===== config.mk =====
export PLATFORM = sky130hd
export DESIGN_NAME = ext_reg_mailbox
export DESIGN_NICKNAME = d
export VERILOG_FILES = /design/src/rtl/ext_reg_mailbox.sv
export SDC_FILE = /design/constraint.sdc
export NUM_CORES = 1
export LEC_CHECK = 0
export CAP_MARGIN = 20
export CORE_MARGIN = 2
export CORE_UTILIZATION = 58
export CTS_CLUSTER_DIAMETER = 100
export DETAILED_ROUTE_END_ITERATION = 10
export HOLD_SLACK_MARGIN = 0.06
export PLACE_DENSITY = 0.95
export SLEW_MARGIN = 20
export SYNTH_ARGS = -nofsm -noshare
export SYNTH_HDL_FRONTEND = slang
export SYNTH_SLANG_ARGS = --single-unit

===== constraint.sdc =====
create_clock -name clk_i -period 4.1 [get_ports clk_i]
set_input_delay 0.41 -clock clk_i [delete_from_list [all_inputs] [get_ports clk_i]]
set_output_delay 0.41 -clock clk_i [all_outputs]
set_load 0.05 [all_outputs]

===== src/rtl/ext_reg_mailbox.sv =====
// ext_reg_mailbox: register-mapped mailbox with a TX and an RX word FIFO,
// a status register, and a level RX-not-empty interrupt.

package core_v_mcu_pkg;
  typedef struct packed {
    logic        valid;
    logic        write;
    logic [31:0] addr;
    logic [31:0] wdata;
    logic [3:0]  wstrb;
  } reg_req_t;

  typedef struct packed {
    logic        ready;
    logic [31:0] rdata;
    logic        error;
  } reg_rsp_t;
endpackage

module ext_reg_mailbox #(
  parameter int unsigned Depth = 4,
  parameter type reg_req_t = core_v_mcu_pkg::reg_req_t,
  parameter type reg_rsp_t = core_v_mcu_pkg::reg_rsp_t
) (
  input  logic        clk_i,
  input  logic        rst_ni,
  input  reg_req_t    reg_req_i,
  output reg_rsp_t    reg_rsp_o,
  output logic [31:0] ext_tx_data_o,
  output logic        ext_tx_valid_o,
  input  logic        ext_tx_ready_i,
  input  logic [31:0] ext_rx_data_i,
  input  logic        ext_rx_valid_i,
  output logic        ext_rx_ready_o,
  output logic        irq_o
);
  localparam int unsigned AW = $clog2(Depth);
  localparam int unsigned LW = AW + 1;

  typedef enum logic {IDLE, RESP} state_e;

  state_e            state_q, state_d;
  logic [31:0]       rdata_q, rdata_d;
  logic              err_q, err_d;
  logic              irq_en_q, irq_en_d;
  logic              irq_q;

  logic [31:0]       tx_mem [Depth];
  logic [31:0]       rx_mem [Depth];
  logic [AW-1:0]     tx_wptr_q, tx_wptr_d, tx_rptr_q, tx_rptr_d;
  logic [AW-1:0]     rx_wptr_q, rx_wptr_d, rx_rptr_q, rx_rptr_d;
  logic [LW-1:0]     tx_cnt_q, tx_cnt_d, rx_cnt_q, rx_cnt_d;

  logic tx_empty, tx_full, rx_empty, rx_full;
  logic tx_push, tx_pop, rx_push, rx_pop, clr;
  logic [31:0] status;

  // Address bits above the 32-byte window belong to the parent decoder.
  logic unused_addr;
  assign unused_addr = ^reg_req_i.addr[31:5];

  assign tx_empty = (tx_cnt_q == '0);
  assign tx_full  = (tx_cnt_q == LW'(Depth));
  assign rx_empty = (rx_cnt_q == '0);
  assign rx_full  = (rx_cnt_q == LW'(Depth));

  assign ext_tx_valid_o = ~tx_empty;
  assign ext_tx_data_o  = tx_empty ? 32'h0 : tx_mem[tx_rptr_q];
  assign ext_rx_ready_o = ~rx_full;
  assign tx_pop  = ext_tx_valid_o & ext_tx_ready_i;
  assign rx_push = ext_rx_valid_i & ext_rx_ready_o;
  assign irq_o   = irq_q;

  assign status = {8'h0, 8'(rx_cnt_q), 8'(tx_cnt_q), 4'h0,
                   rx_empty, rx_full, tx_empty, tx_full};

  // Register handshake: accept in IDLE (side effect now), answer in RESP.
  // The upper half of the 32-byte window (addr[4] set) is reserved.
  always_comb begin
    state_d  = state_q;
    rdata_d  = rdata_q;
    err_d    = err_q;
    irq_en_d = irq_en_q;
    tx_push  = 1'b0;
    rx_pop   = 1'b0;
    clr      = 1'b0;
    if (state_q == RESP) begin
      state_d = IDLE;
    end else if (reg_req_i.valid) begin
      state_d = RESP;
      rdata_d = 32'h0;
      err_d   = 1'b0;
      if (reg_req_i.addr[1:0] != 2'b00 || reg_req_i.addr[4]) begin
        err_d = 1'b1;
      end else begin
        case (reg_req_i.addr[3:2])
          2'd0: if (reg_req_i.write) begin
                  // Full is judged on current state; a same-cycle pop does not help.
                  if (reg_req_i.wstrb != 4'hF || tx_full) err_d = 1'b1;
                  else tx_push = 1'b1;
                end
          2'd1: if (reg_req_i.write || rx_empty) begin
                  err_d = 1'b1;
                end else begin
                  rx_pop  = 1'b1;
                  rdata_d = rx_mem[rx_rptr_q];
                end
          2'd2: if (reg_req_i.write) err_d = 1'b1;
                else rdata_d = status;
          default: if (reg_req_i.write) begin
                  if (reg_req_i.wstrb[0]) begin
                    irq_en_d = reg_req_i.wdata[0];
                    clr      = reg_req_i.wdata[1];
                  end
                end else begin
                  rdata_d = {31'h0, irq_en_q};
                end
        endcase
      end
    end
  end

  // Pointer/level update; a clear overrides any same-cycle external traffic.
  always_comb begin
    tx_wptr_d = tx_wptr_q;
    tx_rptr_d = tx_rptr_q;
    tx_cnt_d  = tx_cnt_q;
    rx_wptr_d = rx_wptr_q;
    rx_rptr_d = rx_rptr_q;
    rx_cnt_d  = rx_cnt_q;
    if (clr) begin
      tx_wptr_d = '0;
      tx_rptr_d = '0;
      tx_cnt_d  = '0;
      rx_wptr_d = '0;
      rx_rptr_d = '0;
      rx_cnt_d  = '0;
    end else begin
      if (tx_push) tx_wptr_d = tx_wptr_q + AW'(1);
      if (tx_pop)  tx_rptr_d = tx_rptr_q + AW'(1);
      if (tx_push && !tx_pop) tx_cnt_d = tx_cnt_q + LW'(1);
      if (!tx_push && tx_pop) tx_cnt_d = tx_cnt_q - LW'(1);
      if (rx_push) rx_wptr_d = rx_wptr_q + AW'(1);
      if (rx_pop)  rx_rptr_d = rx_rptr_q + AW'(1);
      if (rx_push && !rx_pop) rx_cnt_d = rx_cnt_q + LW'(1);
      if (!rx_push && rx_pop) rx_cnt_d = rx_cnt_q - LW'(1);
    end
  end

  // Response drives zero outside RESP so the idle bus is quiet.
  always_comb begin
    reg_rsp_o       = '0;
    reg_rsp_o.ready = (state_q == RESP);
    reg_rsp_o.rdata = (state_q == RESP) ? rdata_q : 32'h0;
    reg_rsp_o.error = (state_q == RESP) ? err_q : 1'b0;
  end

  // State registers; irq tracks the enable and RX occupancy one cycle late.
  always_ff @(posedge clk_i or negedge rst_ni) begin
    if (!rst_ni) begin
      state_q   <= IDLE;
      rdata_q   <= '0;
      err_q     <= 1'b0;
      irq_en_q  <= 1'b0;
      irq_q     <= 1'b0;
      tx_wptr_q <= '0;
      tx_rptr_q <= '0;
      tx_cnt_q  <= '0;
      rx_wptr_q <= '0;
      rx_rptr_q <= '0;
      rx_cnt_q  <= '0;
    end else begin
      state_q   <= state_d;
      rdata_q   <= rdata_d;
      err_q     <= err_d;
      irq_en_q  <= irq_en_d;
      irq_q     <= irq_en_q & ~rx_empty;
      tx_wptr_q <= tx_wptr_d;
      tx_rptr_q <= tx_rptr_d;
      tx_cnt_q  <= tx_cnt_d;
      rx_wptr_q <= rx_wptr_d;
      rx_rptr_q <= rx_rptr_d;
      rx_cnt_q  <= rx_cnt_d;
    end
  end

  // FIFO storage; contents are qualified by the levels, so no reset needed.
  always_ff @(posedge clk_i) begin
    if (tx_push) tx_mem[tx_wptr_q] <= reg_req_i.wdata;
    if (rx_push && !clr) rx_mem[rx_wptr_q] <= ext_rx_data_i;
  end
endmodule


# Word-level counts from Yosys, hierarchy flattened
# Memory sizes are Yosys's and may differ from the RTL's.
# Index checks and enable logic that the tools add are counted.
[totals] register_bits=50 ram_bits=256 elab_cells=112 n_memories=2
[classes] add_sub_neg=8 n_eq_ne=5 muxes=51 bitwise=9 n_reduce_logical=26
[mem_list] name="rx_mem" depth=4 word_bits=32 read_ports=1 rd_ports_with_merged_regs=0 wr=1 line_no="49" rtl="logic [31:0] rx_mem [Depth];"
[mem_list] name="tx_mem" depth=4 word_bits=32 read_ports=1 rd_ports_with_merged_regs=0 wr=1 line_no="48" rtl="logic [31:0] tx_mem [Depth];"
[ops] cell="2-to-1 mux 32 bit" n=4
[ops] cell="case mux 32 bit (3 select lines)" n=1
[ops] cell="2-to-1 mux 1 bit" n=30
[ops] cell="2-to-1 mux 19 bit" n=1
[ops] cell="2-to-1 mux 3 bit" n=6
[ops] cell="2-to-1 mux 2 bit" n=8
[ops] cell="nonzero test 2 bit" n=5
[ops] cell="adder 2 x 1 -> 2 bit (second input constant)" n=4
[ops] cell="adder 3 x 1 -> 3 bit (second input constant)" n=2
[ops] cell="== test 3 bit (second input constant)" n=2
[ops] cell="zero test 3 bit" n=2
[ops] cell="NOT 1 bit" n=6
[ops] cell="AND reduction 6 bit" n=1
[ops] cell="nonzero test 3 bit" n=2
[ops] cell="subtractor 3 x 1 -> 3 bit (second input constant)" n=2
[ops] cell="logical AND 1 bit" n=5
[ops] cell="zero test 1 bit" n=5
[ops] cell="!= test 4 bit (second input constant)" n=1
[ops] cell="bitwise AND 1 bit" n=3
[ops] cell="logical OR 1 bit" n=3
[ops] cell="case mux 1 bit (3 select lines)" n=1
[ops] cell="OR reduction 3 bit" n=1
[ops] cell="== test 2 x 1 -> 1 bit (second input constant)" n=1
[ops] cell="== test 2 bit (second input constant)" n=1
[ops] cell="other kinds (2)" n=2

# Logic depth before layout (Yosys ltp)
[logic_depth] word_depth=12 depth_mapped=8

# Worst setup path after synthesis
# No wires, ideal clock.
[synth_timing] path_type="input-to-reg" start="input port reg_req_i[37] (netlist name)" end="memory tx_mem[0][0], enable pin" t_arrival_ns=2.097 t_required_ns=3.708 setup_slack_ns=1.611 path_stages=3 n_path_buf=0 path_cell_list="or3_1 nor3_2 and3_1"
[synth_between] elab_chain_cells=7
[synth_lines] item="start, declared" line_no="27" rtl="input reg_req_t reg_req_i,"
[synth_lines] item="nonzero test 2 bit" line_no="93" rtl="if (reg_req_i.addr[1:0] != 2'b00 || reg_req_i.addr[4]) begin"
[synth_lines] item="logical OR 1 bit" line_no="93"
[synth_lines] item="2-to-1 mux 1 bit" line_no="93"
[synth_lines] item="2-to-1 mux 1 bit" line_no="89" rtl="end else if (reg_req_i.valid) begin"
[synth_lines] item="2-to-1 mux 1 bit" line_no="87" rtl="if (state_q == RESP) begin"
[synth_lines] item="2-to-1 mux 1 bit" line_no="189" rtl="if (tx_push) tx_mem[tx_wptr_q] <= reg_req_i.wdata;"
[synth_lines] item="2-to-1 mux 1 bit (implied by the code)" line_no="189"
[synth_lines] item="end, declared" line_no="48"
# No other way between the ends.

# Worst setup path after layout
[layout_timing] start="register tx_cnt_q[0]" end="output port ext_tx_data_o[0]"
[layout_between] elab_chain_cells=2
[layout_lines] item="start, declared" line_no="52" rtl="logic [LW-1:0] tx_cnt_q, tx_cnt_d, rx_cnt_q, rx_cnt_d;"
[layout_lines] item="start signal, assigned" line_no="180" rtl="tx_cnt_q <= tx_cnt_d;"
[layout_lines] item="zero test 3 bit" line_no="62" rtl="assign tx_empty = (tx_cnt_q == '0);"
[layout_lines] item="2-to-1 mux 32 bit" line_no="68" rtl="assign ext_tx_data_o = tx_empty ? 32'h0 : tx_mem[tx_rptr_q];"
[layout_lines] item="end, declared" line_no="29" rtl="output logic [31:0] ext_tx_data_o,"
# No other way between the ends.

==> flow_metrics.env <==
export IMPL_synth_edf_count=256
export IMPL_die_w_um=148
export IMPL_htreeDepth=1
export IMPL_setup_slack_ns=0.725
export IMPL_cts_clk_slew_worst_paths_ns=0.07
export IMPL_place_congestion=0.756
export IMPL_antenna_found_initial=0
export IMPL_layout_drive_gt1_share=0.166
export IMPL_route_detailed_drc=0
export IMPL_period_needed_ns=3.38
export IMPL_whs_ns=0.474
export IMPL_ctsResizeCount=0
export IMPL_start_util=0.592
export IMPL_worstSkewPairLatency_ns=0.54
export IMPL_critical_path_class="reg -> out"
export IMPL_min_period_over_period=0.823
export IMPL_place_inst=1022
export IMPL_drt_wl_total_um=25200
export IMPL_grt_pass1_wl_um=38200
export IMPL_root_buffer="clkbuf_16"
export IMPL_synth_nets=741
export IMPL_dieArea_um2=21900
export IMPL_fmax_ghz=0.296
export IMPL_async_flop_share=0.163
export IMPL_synth_flop_cell="edfxtp_1"
export IMPL_hpwl_um=15600
export IMPL_cts_setup_buffers=0
export IMPL_vias_per_cell=5.88
export IMPL_final_cells=1077
export IMPL_yosysWarnings=0
export IMPL_die_y_um=148
export IMPL_synth_top_area_cell="edfxtp_1"
export IMPL_grt_ovfl_total=0
export IMPL_nFillCells=1186
export IMPL_place_area_um2=13900
export IMPL_path_cells="nor3_1 -> inv_1 -> and2_1 -> clkdlybuf4s50_1"
export IMPL_slowest_delay_ns=0.82
export IMPL_placementRows=52
export IMPL_p_leak_nw=5.15
export IMPL_fin_area_um2=14900
export IMPL_drt_iter0_drc=502
export IMPL_setup_viol=0
export IMPL_ir_drop_mv=0.430
export IMPL_worst_pin_slew_ns=0.948
export IMPL_worstPathRequired_ns=3.69
export IMPL_syn_area_um2=12000
export IMPL_syn_inst=625
export IMPL_rsz0062_at_grt="no"
export IMPL_maxSlewViolCount=0
export IMPL_wl_per_cell_um=23.4
export IMPL_dr_total_vias=6330
export IMPL_grt_pass1_vias=6661
export IMPL_yosysMostFrequentCell="edfxtp_1"
export IMPL_skew_ns=0.0140
export IMPL_worst_path_buf_inv=2
export IMPL_slew_headroom=0.368
export IMPL_yosysUniqueCellTypes=45
export IMPL_drv_cap=0
export IMPL_hold_viol=0
export IMPL_synth_commonest_cells="edfxtp_1 (256), and2_1 (72), mux4_2 (64)"
export IMPL_io_buffers=147
export IMPL_p_per_area_nw_per_um2=629
export IMPL_cts_sinks=306
export IMPL_met3_usage=0.0377
export IMPL_yosysTopAreaCellShare=0.640
export IMPL_slowest_stage="clkdlybuf4s50_1"
export IMPL_worst_setup_path_start_kind="flop"
export IMPL_total_power_mw=9.35
export IMPL_dr_pass1_iters=5
export IMPL_grtUsageMet1=0.309
export IMPL_status="finished, final reports clean"
export IMPL_worstSetupEndpointType="primary output"
export IMPL_cts_buffers=29
export IMPL_final_setup_tns_ns=0
export IMPL_area_delta_synth_final_pct=23.7
export IMPL_avgSynthCellArea_um2=19.2
export IMPL_crit_fanout=35
export IMPL_worstPathArrival_ns=2.97
export IMPL_final_core_util=0.732
export IMPL_fin_nets=900
export IMPL_place_ws_ns=0.963
export IMPL_ctsHoldBuffers=1
export IMPL_io_pins=175
export IMPL_crit_family="buffers and inverters"
export IMPL_yosysSeqAreaShare=0.744
export IMPL_grt_max_degree=40
export IMPL_synth_seq_cells=306
export IMPL_hp_class="reg -> reg"
export IMPL_tritoncts="built"
export IMPL_synth_area_leaders="edfxtp_1 (64%), mux4_2 (12%), dfrtp_1 (10%), and2_1 (3.7%), a22o_1 (1.6%)"
export IMPL_grt_total_usage=0.232
export IMPL_core_um2=20300
export IMPL_busiest_layer="met2"
export IMPL_drtAntennaViolNets=0
export IMPL_grt_util_met2=0.412
export IMPL_clockBufferDepth=3
## layout make-up
| cell class | count | area [um2] | share of cell area |
|---|---|---|---|
| antenna | 1 | 2.50 | 0.000168 |
| timing repair buffer | 161 | 1640 | 0.110 |
| tap | 270 | 338 | 0.0227 |
| sequential | 306 | 8940 | 0.602 |
| inverter | 15 | 56.3 | 0.00379 |
| multi-input combinational | 271 | 2890 | 0.195 |
| clock inverter | 16 | 213 | 0.0143 |
| clock buffer | 37 | 786 | 0.0529 |
## state kept, by name, summed over array words and instances (netlist names)
signal	cells
irq_o	1
tx_cnt_q	3
tx_rptr_q	2
rx_cnt_q	3
tx_mem	128
rx_rptr_q	2
rx_mem	128
tx_wptr_q	2
state_q	1
irq_en_q	1
err_q	1
rdata_q	32
rx_wptr_q	2
## layer usage
metal	routed length [um]	part of all wire	up-vias
li1	-	-	2778
met1	9590	0.38	3270
met2	13300	0.53	246
met3	1800	0.072	36
met4	445	0.018	0
met5	0	0	-
## logic make-up after synthesis
logic type | Yosys count | share of synthesized area
fa+ha+maj | 10 | 0.0117
compound gates | 48 | 0.0319
simple gates | 138 | 0.0681
buf+inv | 48 | 0.0160
flops | 306 | 0.744
mux | 68 | 0.123
xor+xnor | 7 | 0.00510
## worst register-to-register path: stages (launching register included)
cell and delay [ns]:
dfrtp_1 0.48, nor3_1 0.10, inv_1 0.70, nand2_1 0.20
a21oi_1 0.37, fa_1 0.47, nor2b_1 0.13, o21ai_0 0.09
o41ai_1 0.10
## layout by cell type (no fill, tap or decap), drive strengths merged, types with 8 or more instances in the layout
cell             n
buf             14
edfxtp         256
dfrtp           50
clkbuf          37
nand2           12
and2            72
inv             16
ha               8
nor3            10
mux4            64
clkdlybuf4s50  146
a22o            22
nor2            17
## final timing paths
| path | end | start | slack (ns) | cells after the start |
|---|---|---|---|---|
| worst max-delay path | ext_tx_data_o[0] | tx_cnt_q[0] | 0.72 | 4 |
| worst min-delay path | rdata_q[3] | rdata_q[3] | 0.47 | 2 |
| worst max register to register | tx_cnt_q[1] | tx_cnt_q[0] | 1.32 | 8 |
| worst min register to register | rdata_q[3] | rdata_q[3] | 0.47 | 2 |
| max in group asynchronous | tx_rptr_q[0] | rst_ni | 2.78 | 3 |
| min in group asynchronous | rdata_q[19] | rst_ni | 0.58 | 2 |
## where the power goes
| group | internal, mW | total (mW) | leakage, nW | switching [mW] |
|---|---|---|---|---|
| Sequential | 3.71 | 3.91 | 2.98 | 0.193 |
| Clock | 1.67 | 2.77 | 0.481 | 1.10 |
| Combinational | 1.11 | 2.67 | 1.69 | 1.56 |
| Total | 6.50 | 9.35 | 5.15 | 2.85 |
No activity file was read; power rests on OpenSTA's default activity.
